--- config.mk ---
export PLATFORM = sky130hd
export DESIGN_NAME = spi_slave_flat
export DESIGN_NICKNAME = d
export VERILOG_FILES = /design/src/rtl/spi_slave_if.sv /design/src/rtl/spi_slave.sv /design/src/flat_wrapper.sv
export SDC_FILE = /design/constraint.sdc
export NUM_CORES = 1
export LEC_CHECK = 0
export CAP_MARGIN = 25
export CORE_ASPECT_RATIO = 0.5
export CORE_MARGIN = 3
export CORE_UTILIZATION = 47
export DETAILED_ROUTE_END_ITERATION = 6
export GPL_ROUTABILITY_DRIVEN = 0
export PLACE_DENSITY = 0.73
export RECOVER_POWER = 50
export SYNTH_ARGS = -nofsm -noshare
export SYNTH_HDL_FRONTEND = slang
export SYNTH_SLANG_ARGS = --single-unit
--- constraint.sdc ---
create_clock -name clk -period 2.2 [get_ports clk]
set_input_delay 0.44 -clock clk [delete_from_list [all_inputs] [get_ports clk]]
set_output_delay 0.44 -clock clk [all_outputs]
set_load 0.01 [all_outputs]
--- src/rtl/spi_slave_if.sv ---
// Pin-side and local-side signal bundle for the SPI mode-0 slave endpoint.
// The slave modport is the endpoint's view; the master modport is the view of whatever drives the pins and the local handshakes.
interface spi_slave_if #(
  parameter int DATA_W = 8
);
  logic              sck_in;
  logic              mosi;
  logic              cs_n;
  logic              miso;
  logic              miso_oe;
  logic [DATA_W-1:0] tx_data;
  logic              tx_wr;
  logic              tx_ready;
  logic [DATA_W-1:0] rx_data;
  logic              rx_valid;
  logic              rx_ack;
  logic              rx_ovr;
  logic              busy;

  modport slave (
    input  sck_in, mosi, cs_n, tx_data, tx_wr, rx_ack,
    output miso, miso_oe, tx_ready, rx_data, rx_valid, rx_ovr, busy
  );

  modport master (
    output sck_in, mosi, cs_n, tx_data, tx_wr, rx_ack,
    input  miso, miso_oe, tx_ready, rx_data, rx_valid, rx_ovr, busy
  );
endinterface

--- src/rtl/spi_slave.sv ---
// SPI mode-0 slave: oversamples sck/mosi/cs_n with clk, deserialises MSB-first frames
// into rx_data and serialises a queued transmit word (or all-ones) onto miso.
module spi_slave #(
  parameter int DATA_W = 8
) (
  input  logic     clk,
  input  logic     rst,
  spi_slave_if.slave bus
);

  localparam int CNT_W = (DATA_W > 1) ? $clog2(DATA_W) : 1;
  localparam logic [CNT_W-1:0] LAST_BIT = CNT_W'(DATA_W - 1);

  typedef enum logic {IDLE, ACTIVE} state_t;

  state_t            state;
  logic              sck_s1, sck_s2, sck_s3;
  logic              cs_s1, cs_s2, cs_s3;
  logic              mosi_s1, mosi_s2;
  logic [DATA_W-1:0] rx_shift, tx_shift, tx_buf, rx_data_q, rx_next;
  logic [CNT_W-1:0]  bit_cnt;
  logic              frame_done, tx_ready_q, rx_valid_q, rx_ovr_q;
  logic              sck_rise, sck_fall, cs_start, cs_end, do_load;

  // Synchronisers reset to the idle bus levels so that leaving reset never fakes an edge.
  // NOTE: registers are updated with <= so every flop samples the pre-edge value of its source.
  always_ff @(posedge clk or negedge rst) begin
    if (!rst) begin
      {sck_s1, sck_s2, sck_s3} <= 3'b000;
      {cs_s1, cs_s2, cs_s3}    <= 3'b111;
      {mosi_s1, mosi_s2}       <= 2'b11;
    end else begin
      {sck_s1, sck_s2, sck_s3} <= {bus.sck_in, sck_s1, sck_s2};
      {cs_s1, cs_s2, cs_s3}    <= {bus.cs_n, cs_s1, cs_s2};
      {mosi_s1, mosi_s2}       <= {bus.mosi, mosi_s1};
    end
  end

  assign sck_rise = sck_s2 & ~sck_s3;
  assign sck_fall = ~sck_s2 & sck_s3;
  assign cs_start = ~cs_s2 & cs_s3;
  assign cs_end   = cs_s2 & ~cs_s3;
  assign rx_next  = {rx_shift[DATA_W-2:0], mosi_s2};

  // A load happens at select, and on the first falling sck after a completed frame.
  assign do_load = ((state == IDLE) && cs_start) ||
                   ((state == ACTIVE) && !cs_end && sck_fall && frame_done);

  // NOTE: tx_buf is pure datapath with no reset; it is only read while tx_ready_q is low,
  // which guarantees it was written first.
  always_ff @(posedge clk) begin
    if (bus.tx_wr && tx_ready_q) tx_buf <= bus.tx_data;
  end

  always_ff @(posedge clk or negedge rst) begin
    if (!rst) begin
      state      <= IDLE;
      rx_shift   <= '1;
      tx_shift   <= '1;
      rx_data_q  <= '0;
      bit_cnt    <= '0;
      frame_done <= 1'b0;
      tx_ready_q <= 1'b1;
      rx_valid_q <= 1'b0;
      rx_ovr_q   <= 1'b0;
    end else begin
      if (bus.rx_ack) begin
        rx_valid_q <= 1'b0;
        rx_ovr_q   <= 1'b0;
      end

      // The load sees the old buffer state; a coincident write is captured afterwards.
      if (do_load) begin
        tx_shift   <= tx_ready_q ? '1 : tx_buf;
        tx_ready_q <= 1'b1;
      end
      if (bus.tx_wr && tx_ready_q) tx_ready_q <= 1'b0;

      case (state)
        IDLE: begin
          if (cs_start) begin
            state      <= ACTIVE;
            bit_cnt    <= '0;
            frame_done <= 1'b0;
          end
        end
        ACTIVE: begin
          if (cs_end) begin
            state      <= IDLE;
            bit_cnt    <= '0;
            frame_done <= 1'b0;
          end else if (sck_rise) begin
            rx_shift <= rx_next;
            if (bit_cnt == LAST_BIT) begin
              bit_cnt    <= '0;
              frame_done <= 1'b1;
              rx_data_q  <= rx_next;
              rx_valid_q <= 1'b1;
              rx_ovr_q   <= !bus.rx_ack && (rx_ovr_q || rx_valid_q);
            end else begin
              bit_cnt <= bit_cnt + 1'b1;
            end
          end else if (sck_fall) begin
            if (frame_done) frame_done <= 1'b0;
            else            tx_shift   <= {tx_shift[DATA_W-2:0], 1'b1};
          end
        end
        default: state <= IDLE;
      endcase
    end
  end

  assign bus.miso     = tx_shift[DATA_W-1];
  assign bus.miso_oe  = ~cs_s2;
  assign bus.busy     = (state == ACTIVE);
  assign bus.tx_ready = tx_ready_q;
  assign bus.rx_data  = rx_data_q;
  assign bus.rx_valid = rx_valid_q;
  assign bus.rx_ovr   = rx_ovr_q;

endmodule

--- src/flat_wrapper.sv ---
// flat-port wrapper written by rule: the top's interface ports become plain ports
module spi_slave_flat 
#(
  parameter int DATA_W = 8
)
  (clk, rst, bus_sck_in, bus_mosi, bus_cs_n, bus_tx_data, bus_tx_wr, bus_rx_ack, bus_miso, bus_miso_oe, bus_tx_ready, bus_rx_data, bus_rx_valid, bus_rx_ovr, bus_busy);
  spi_slave_if #(.DATA_W(DATA_W)) bus_i ();
  input  logic clk;
  input  logic rst;
  input wire logic [$bits(bus_i.sck_in)-1:0] bus_sck_in;
  input wire logic [$bits(bus_i.mosi)-1:0] bus_mosi;
  input wire logic [$bits(bus_i.cs_n)-1:0] bus_cs_n;
  input wire logic [$bits(bus_i.tx_data)-1:0] bus_tx_data;
  input wire logic [$bits(bus_i.tx_wr)-1:0] bus_tx_wr;
  input wire logic [$bits(bus_i.rx_ack)-1:0] bus_rx_ack;
  output wire logic [$bits(bus_i.miso)-1:0] bus_miso;
  output wire logic [$bits(bus_i.miso_oe)-1:0] bus_miso_oe;
  output wire logic [$bits(bus_i.tx_ready)-1:0] bus_tx_ready;
  output wire logic [$bits(bus_i.rx_data)-1:0] bus_rx_data;
  output wire logic [$bits(bus_i.rx_valid)-1:0] bus_rx_valid;
  output wire logic [$bits(bus_i.rx_ovr)-1:0] bus_rx_ovr;
  output wire logic [$bits(bus_i.busy)-1:0] bus_busy;
  assign bus_i.sck_in = bus_sck_in;
  assign bus_i.mosi = bus_mosi;
  assign bus_i.cs_n = bus_cs_n;
  assign bus_i.tx_data = bus_tx_data;
  assign bus_i.tx_wr = bus_tx_wr;
  assign bus_i.rx_ack = bus_rx_ack;
  assign bus_miso = bus_i.miso;
  assign bus_miso_oe = bus_i.miso_oe;
  assign bus_tx_ready = bus_i.tx_ready;
  assign bus_rx_data = bus_i.rx_data;
  assign bus_rx_valid = bus_i.rx_valid;
  assign bus_rx_ovr = bus_i.rx_ovr;
  assign bus_busy = bus_i.busy;
  spi_slave #(.DATA_W(DATA_W)) u_core (.clk(clk), .rst(rst), .bus(bus_i));
endmodule
# After elaboration in Yosys (flattened, before gate mapping)
# Cells that the tools add are included.
# totals
wordCells,82
inputBits,15
output_inout_bits,14
ff_bits,47
# classes
add_sub_neg,1
n_reduce_logical,15
mux,33
n_eq_ne,5
bitwise,10
# op_table
op,n
2-to-1 mux 8 bit,7
2-to-1 mux 1 bit,19
2-to-1 mux 3 bit,4
"inequality test 4 bit, second input constant",2
logical AND 1 bit,6
NOT 1 bit,6
case mux 3 bit (2 select lines),1
AND reduction 3 bit,2
bitwise AND 1 bit,4
case mux 1 bit (2 select lines),2
AND reduction 4 bit,1
"adder 3 x 1 -> 3 bit, second input constant",1
"== test 3 bit, second input constant",1
"inequality test 3 bit, second input constant",1
zero test 1 bit,2
logical OR 1 bit,2
"inequality test 2 x 1 -> 1 bit, second input constant",1
AND reduction 2 bit,1
nonzero test 2 bit,1

# Depth between registers and ports, before layout
# logic_depth
depth_word,13
mapped_depth,5
depth_no_buf,4

# Least setup slack after synthesis
# OpenSTA, ideal clock, no wires.
# synth_timing
path_kind,register to register
from,register u_core.cs_s3
to,"register u_core.rx_data_q[0], in the netlist u_core.bus.rx_data[0]"
t_arrival_ns,1.415
stages_incl_launch_ff,5
setup_time_ns,0.125
required_time_ns,2.075
slack_ns,0.660
path_buffers,0
period_less_slack_ns,1.540
cell_sequence,dfstp_2 -> nor2b_2 -> nor3_4 -> nand2_4 -> mux2_4
# synth_between
elab_chain_len,4
# synth_lines
item,line,text
from (decl),spi_slave.sv:18,"logic cs_s1, cs_s2, cs_s3;"
from (signal assigned),spi_slave.sv:34,"{cs_s1, cs_s2, cs_s3} <= {bus.cs_n, cs_s1, cs_s2};"
NOT 1 bit,spi_slave.sv:42,assign cs_end = cs_s2 & ~cs_s3;
bitwise AND 1 bit,spi_slave.sv:42,
NOT 1 bit (no source line),-,
AND reduction 4 bit (no source line),-,
to (signal assigned),spi_slave.sv:97,rx_data_q <= rx_next;
to (decl),spi_slave.sv:20,"logic [DATA_W-1:0] rx_shift, tx_shift, tx_buf, rx_data_q, rx_next;"
# No other way between the ends.
# A chain may end at the register's enable or synchronous reset.

# Worst setup path in the final report
# layout_timing
from,"register u_core.tx_ready_q, in the netlist u_core.bus.tx_ready"
to,output bus_tx_ready
# layout_lines
item,line,text
from (decl),spi_slave.sv:22,"logic frame_done, tx_ready_q, rx_valid_q, rx_ovr_q;"
from (signal assigned),spi_slave.sv:63,tx_ready_q <= 1'b1;
from (signal assigned),spi_slave.sv:75,tx_ready_q <= 1'b1;
from (signal assigned),spi_slave.sv:77,if (bus.tx_wr && tx_ready_q) tx_ready_q <= 1'b0;
to (decl),flat_wrapper.sv:18,output wire logic [$bits(bus_i.tx_ready)-1:0] bus_tx_ready;
# No word-level cell between the ends.

==> impl_metrics.env <==
export IMPL_initial_core_util_pct=50.77
export IMPL_drt_iter0_markers=41
export IMPL_finalSetupViolCount=0
export IMPL_fmax_mhz=514.9
export IMPL_finalPower_w=0.002152
export IMPL_stdcell_count=220
export IMPL_power_density_nw_per_um2=945.0
export IMPL_cp_top_family="flip-flops"
export IMPL_critPathLaunchType="flip-flop"
export IMPL_cts_buffer_depth=2
export IMPL_cts_sinks=47
export IMPL_grt_max_degree=40
export IMPL_h_tree_depth=2
export IMPL_cp_required_ns=1.76
export IMPL_cts_tree="yes"
export IMPL_vias=1080
export IMPL_fin_crit_ns=1.942
export IMPL_path_cells="clkdlybuf4s50_1"
export IMPL_wl_met1_mm=1.336
export IMPL_grt_pass1_wl_mm=4.899
export IMPL_totalWireLength_mm=2.851
export IMPL_ys_ff_latch=47
export IMPL_clk_pin_slew_ns=0.08
export IMPL_reg2reg_slack_ns=0.49
export IMPL_crit_type="reg -> out"
export IMPL_dp_slack_ns=0.4981
export IMPL_dp_hpwl_mm=1.960
export IMPL_synthCells=135
export IMPL_antenna_left=0
export IMPL_dp_cells=212
export IMPL_post_cts_resized=0
export IMPL_die_w_um=93.78
export IMPL_io_buffers=28
export IMPL_num_antenna_cells=0
export IMPL_overflow=0
export IMPL_worst_slew_pin_slew_ns=0.9078
export IMPL_via_per_inst=4.909
export IMPL_cts_buffers=5
export IMPL_rsz0062_at_grt="no"
export IMPL_ys_flop_type="dfstp_2"
export IMPL_critPathSlowestCell="dfstp_2"
export IMPL_synth_edf_count=8
export IMPL_gr_usage_all_layers_pct=13.88
export IMPL_utilization_pct=63.86
export IMPL_num_rows=15
export IMPL_setup_tns_final_ns=0
export IMPL_hold_buffers=0
export IMPL_die_area_um2=4678
export IMPL_drv_slew=0
export IMPL_hold_viol_final=0
export IMPL_finalNetCount=185
export IMPL_layout_worst_path_cycle_share_pct=88.28
export IMPL_endpoint_kind="primary output"
export IMPL_max_slew_margin_rel_pct=39.48
export IMPL_syn_nets=152
export IMPL_p_leak_nw=1.014
export IMPL_wire_per_inst_um=12.96
export IMPL_synth_warnings=0
export IMPL_slowest_delay_ns=0.64
export IMPL_cts_setup_buffers=0
export IMPL_status="finished, final reports clean"
export IMPL_netlist_area_um2=1810
export IMPL_dr_wl_met3_um=163
export IMPL_avgSynthCellArea_um2=13.41
export IMPL_synth_top_cell_by_area="dfstp_2"
export IMPL_grt_pass1_vias=1077
export IMPL_layout_setup_ws_ns=0.2578
export IMPL_root_buffer="clkbuf_8"
export IMPL_maxCapViolations=0
export IMPL_synth_seq_area_share_pct=68.62
export IMPL_netlist_area_leader_share_pct=30.48
export IMPL_synth_area_leaders="dfstp_2, dfrtp_1, edfxtp_1"
export IMPL_clock_latency_ns=0.30
export IMPL_synth_async_reset_ratio_pct=82.98
export IMPL_drc=0
export IMPL_die_y_um=49.89
export IMPL_peakVddDrop_uv=433.0
export IMPL_synth_cell_type_count=29
export IMPL_syn_to_final_growth_pct=25.78
export IMPL_first_pass_iters=5
export IMPL_cp_arrival_ns=1.50
export IMPL_top_layer_used="met3"
export IMPL_skew_ns=0.004332
export IMPL_coreArea_um2=3566
export IMPL_dr_wl_met2_mm=1.351
export IMPL_io_pins=29
export IMPL_drive_gt1_share_pct=25.44
export IMPL_cp_max_fo=11
export IMPL_crit_buf_inv=1
export IMPL_antenna_found_initial=0
export IMPL_hold_path_class="in -> async"
[registers in the layout, indices dropped and copies added (netlist names)]
name                 flops
u_core.rx_shift          7
u_core.sck_s1            1
u_core.tx_shift          8
u_core.bus.rx_data       8
u_core.sck_s2            1
u_core.sck_s3            1
u_core.cs_s2             1
u_core.tx_buf            8
u_core.cs_s3             1
u_core.mosi_s2           1
u_core.bus.rx_valid      1
u_core.bus.busy          1
u_core.bus.tx_ready      1
u_core.cs_s1             1
u_core.frame_done        1
u_core.mosi_s1           1
u_core.bit_cnt           3
u_core.bus.rx_ovr        1
[final cells by class]
class                           instances  area, um^2
Fill cell                             275        1289
Sequential cell                        47        1242
Multi-Input combinational cell         82       544.3
Timing Repair Buffer                   28       275.3
Clock buffer                            5       68.82
Clock inverter                          3       67.56
Tap cell                               51       63.81
Inverter                                4       15.01
[placed cells by master (no fill, tap or decap), drive strengths merged, types with 3 or more instances in the layout]
cell,instances
nor2,11
inv,4
mux2,9
nand2b,3
edfxtp,8
clkdlybuf4s50,16
a21oi,4
o21ai,8
nand2,24
dlygate4sd3,11
clkbuf,6
a22oi,7
dfrtp,18
dfstp,21
[final timing paths]
| kind | from | end | cells after the start |
|---|---|---|---|
| worst max register to register | u_core.cs_s3 | u_core.bus.rx_data[1] | 4 |
| max in group asynchronous | rst | u_core.sck_s2 | 1 |
| worst max-delay path | u_core.bus.tx_ready | bus_tx_ready | 1 |
| worst min register to register | u_core.mosi_s1 | u_core.mosi_s2 | 0 |
| worst min-delay path | rst | u_core.bus.rx_data[4] | 1 |
| min in group clk | u_core.mosi_s1 | u_core.mosi_s2 | 0 |
[synth_stat cells (2+ instances only)]
master	number
dfstp_2	21
ha_1	2
dfrtp_1	18
nand2_1	23
inv_1	3
o21ai_0	8
nor2_1	11
edfxtp_1	8
mux2_4	8
nand2b_1	3
a21oi_1	4
a31oi_1	2
a22o_1	2
a22oi_1	7
[metal layers]
| metal | track usage (%) | vias to the layer above |
|---|---|---|
| met3 | 5.030 | 0 |
| met2 | 21.74 | 26 |
| li1 | - | 534 |
| met5 | 0 | - |
| met1 | 17.82 | 520 |
| met4 | 5.036 | 0 |
[worst register-to-register path, cell delays in order (launching register included)]
cell and delay, ns:
dfstp_2 0.56, nor2b_2 0.07, nor3_4 0.42, nand2_4 0.21
mux2_4 0.33
[metrics by stage]
stage / cell area [um^2] / hold slack, ns
detailed placement: 2141 / 0.3434
finish: 2277 / 0.2592
global route: 2277 / 0.3364
CTS: 2277 / 0.2545
floorplan: 1810 / 0.1444
global placement: 2141 / 0.3337
[cell families after synthesis]
group           after synthesis  synth area share (%)
compound gates               24                 8.362
fa+ha+maj                     2                 1.382
buf+inv                       6                 1.312
flops                        47                 68.62
mux                           9                 7.257
simple gates                 47                 13.06
[power breakdown]
part | total (W) | internal [W] | leakage (nW) | switching [W]
logic | 0.000246 | 0.000118 | 0.415 | 0.000129
registers | 0.00117 | 0.00108 | 0.535 | 0.0000880
clock network | 0.000736 | 0.000453 | 0.0644 | 0.000283
Note: power is estimated with default switching activity, not from simulation.
==> edit (same settings) <==
`DATA_W` is set to 8 in 3 places; all go to 32.
--- a/src/rtl/spi_slave_if.sv
+++ b/src/rtl/spi_slave_if.sv
@@ -2,5 +2,5 @@
 // The slave modport is the endpoint's view; the master modport is the view of whatever drives the pins and the local handshakes.
 interface spi_slave_if #(
-  parameter int DATA_W = 8
+  parameter int DATA_W = 32
 );
   logic              sck_in;
--- a/src/rtl/spi_slave.sv
+++ b/src/rtl/spi_slave.sv
@@ -2,5 +2,5 @@
 // into rx_data and serialises a queued transmit word (or all-ones) onto miso.
 module spi_slave #(
-  parameter int DATA_W = 8
+  parameter int DATA_W = 32
 ) (
   input  logic     clk,
--- a/src/flat_wrapper.sv
+++ b/src/flat_wrapper.sv
@@ -2,5 +2,5 @@
 module spi_slave_flat 
 #(
-  parameter int DATA_W = 8
+  parameter int DATA_W = 32
 )
   (clk, rst, bus_sck_in, bus_mosi, bus_cs_n, bus_tx_data, bus_tx_wr, bus_rx_ack, bus_miso, bus_miso_oe, bus_tx_ready, bus_rx_data, bus_rx_valid, bus_rx_ovr, bus_busy);
Ports: changed (resized bus_rx_data and bus_tx_data); port bits go from 29 to 77. The function was not compared with the original's and may differ.
==> edit against the unedited design <==
- non-clock buffer count rose by 64
- worst setup slack worse by 0.12 ns
- area after synthesis grew to 3.3 times the old value
- clock power grew to 3.8 times the old value
- wire length grew to 4.0 times the old value
- fmax shrank 5.9%
- clock skew is 0.0033 ns higher
- cell count grew to 3.3 times the old value
- cell area rose to 3.3 times the old value
- worst hold slack gained 0.095 ns
- sequential cell count grew 98
- total power increased to 3.3 times the old value
- critical path type unchanged
==> edit: results <==
set metrics [dict create \
    grt_pass1_vias 3992 \
    cts_hold_buf 1 \
    buffers 92 \
    timing.rr.start "u_core.bit_cnt[0]" \
    cts_inserted_buffers 17 \
    use_met3 0.0570 \
    final_net_count 596 \
    crit_fanout 10 \
    synthTopCellsByCount "nand2_1, dfstp_2, nor2_1, a211oi_1, dfrtp_1" \
    buffer_area_frac 0.121 \
    finalClockSkew_ns 0.00761 \
    grt.total_usage 0.177 \
    leakagePower_nw 3.15 \
    hold_path_class "reg -> reg" \
    synth_seq_cells 145 \
    arrival_ns 1.62 \
    path_clk_slew_ns 0.06 \
    cts-root-buf "clkbuf_16" \
    ir_drop_mv 0.521 \
    drt-met1-wl_um 5240 \
    drt_iter0_drc 157 \
    outcome "complete, no violations" \
    n_clock_buffer 23 \
    synth_enable_flop_cells 32 \
    highest_layer "met4" \
    ys_seq_area_frac 0.654 \
    htreeDepth 4 \
    drive_gt1_frac 0.264 \
]
-- edit: changes by cell type after synthesis, sizes merged, moves of 7 or more --
cell and change:
a211oi +63, edfxtp +24, dfstp +48, dfrtp +26, clkbuf +9, buf +20
mux2 +23, nand2 +73, nor2 +55, a22oi -7
-- edit: per-stage QoR --
stage          cells  setup WS [ns]  instance area, um2   util
4_1_cts          733          0.107                7430  0.617
5_1_grt          733         0.0659                7410  0.615
2_1_floorplan    475          0.227                5920      -
3_3_place_gp     700          0.285                6850  0.568
6_report         733          0.136                7410  0.615
3_5_place_dp     700          0.244                6850  0.568
-- edit: how the worst max path moves through the flow --
stage                              to  depth (start not counted)
6_report                 bus_tx_ready                          1
5_1_grt                  bus_tx_ready                          1
4_1_cts                  bus_tx_ready                          1
3_5_place_dp   u_core.bus.rx_data[29]                          6
3_3_place_gp   u_core.bus.rx_data[26]                          6
2_1_floorplan        u_core.tx_buf[0]                          3
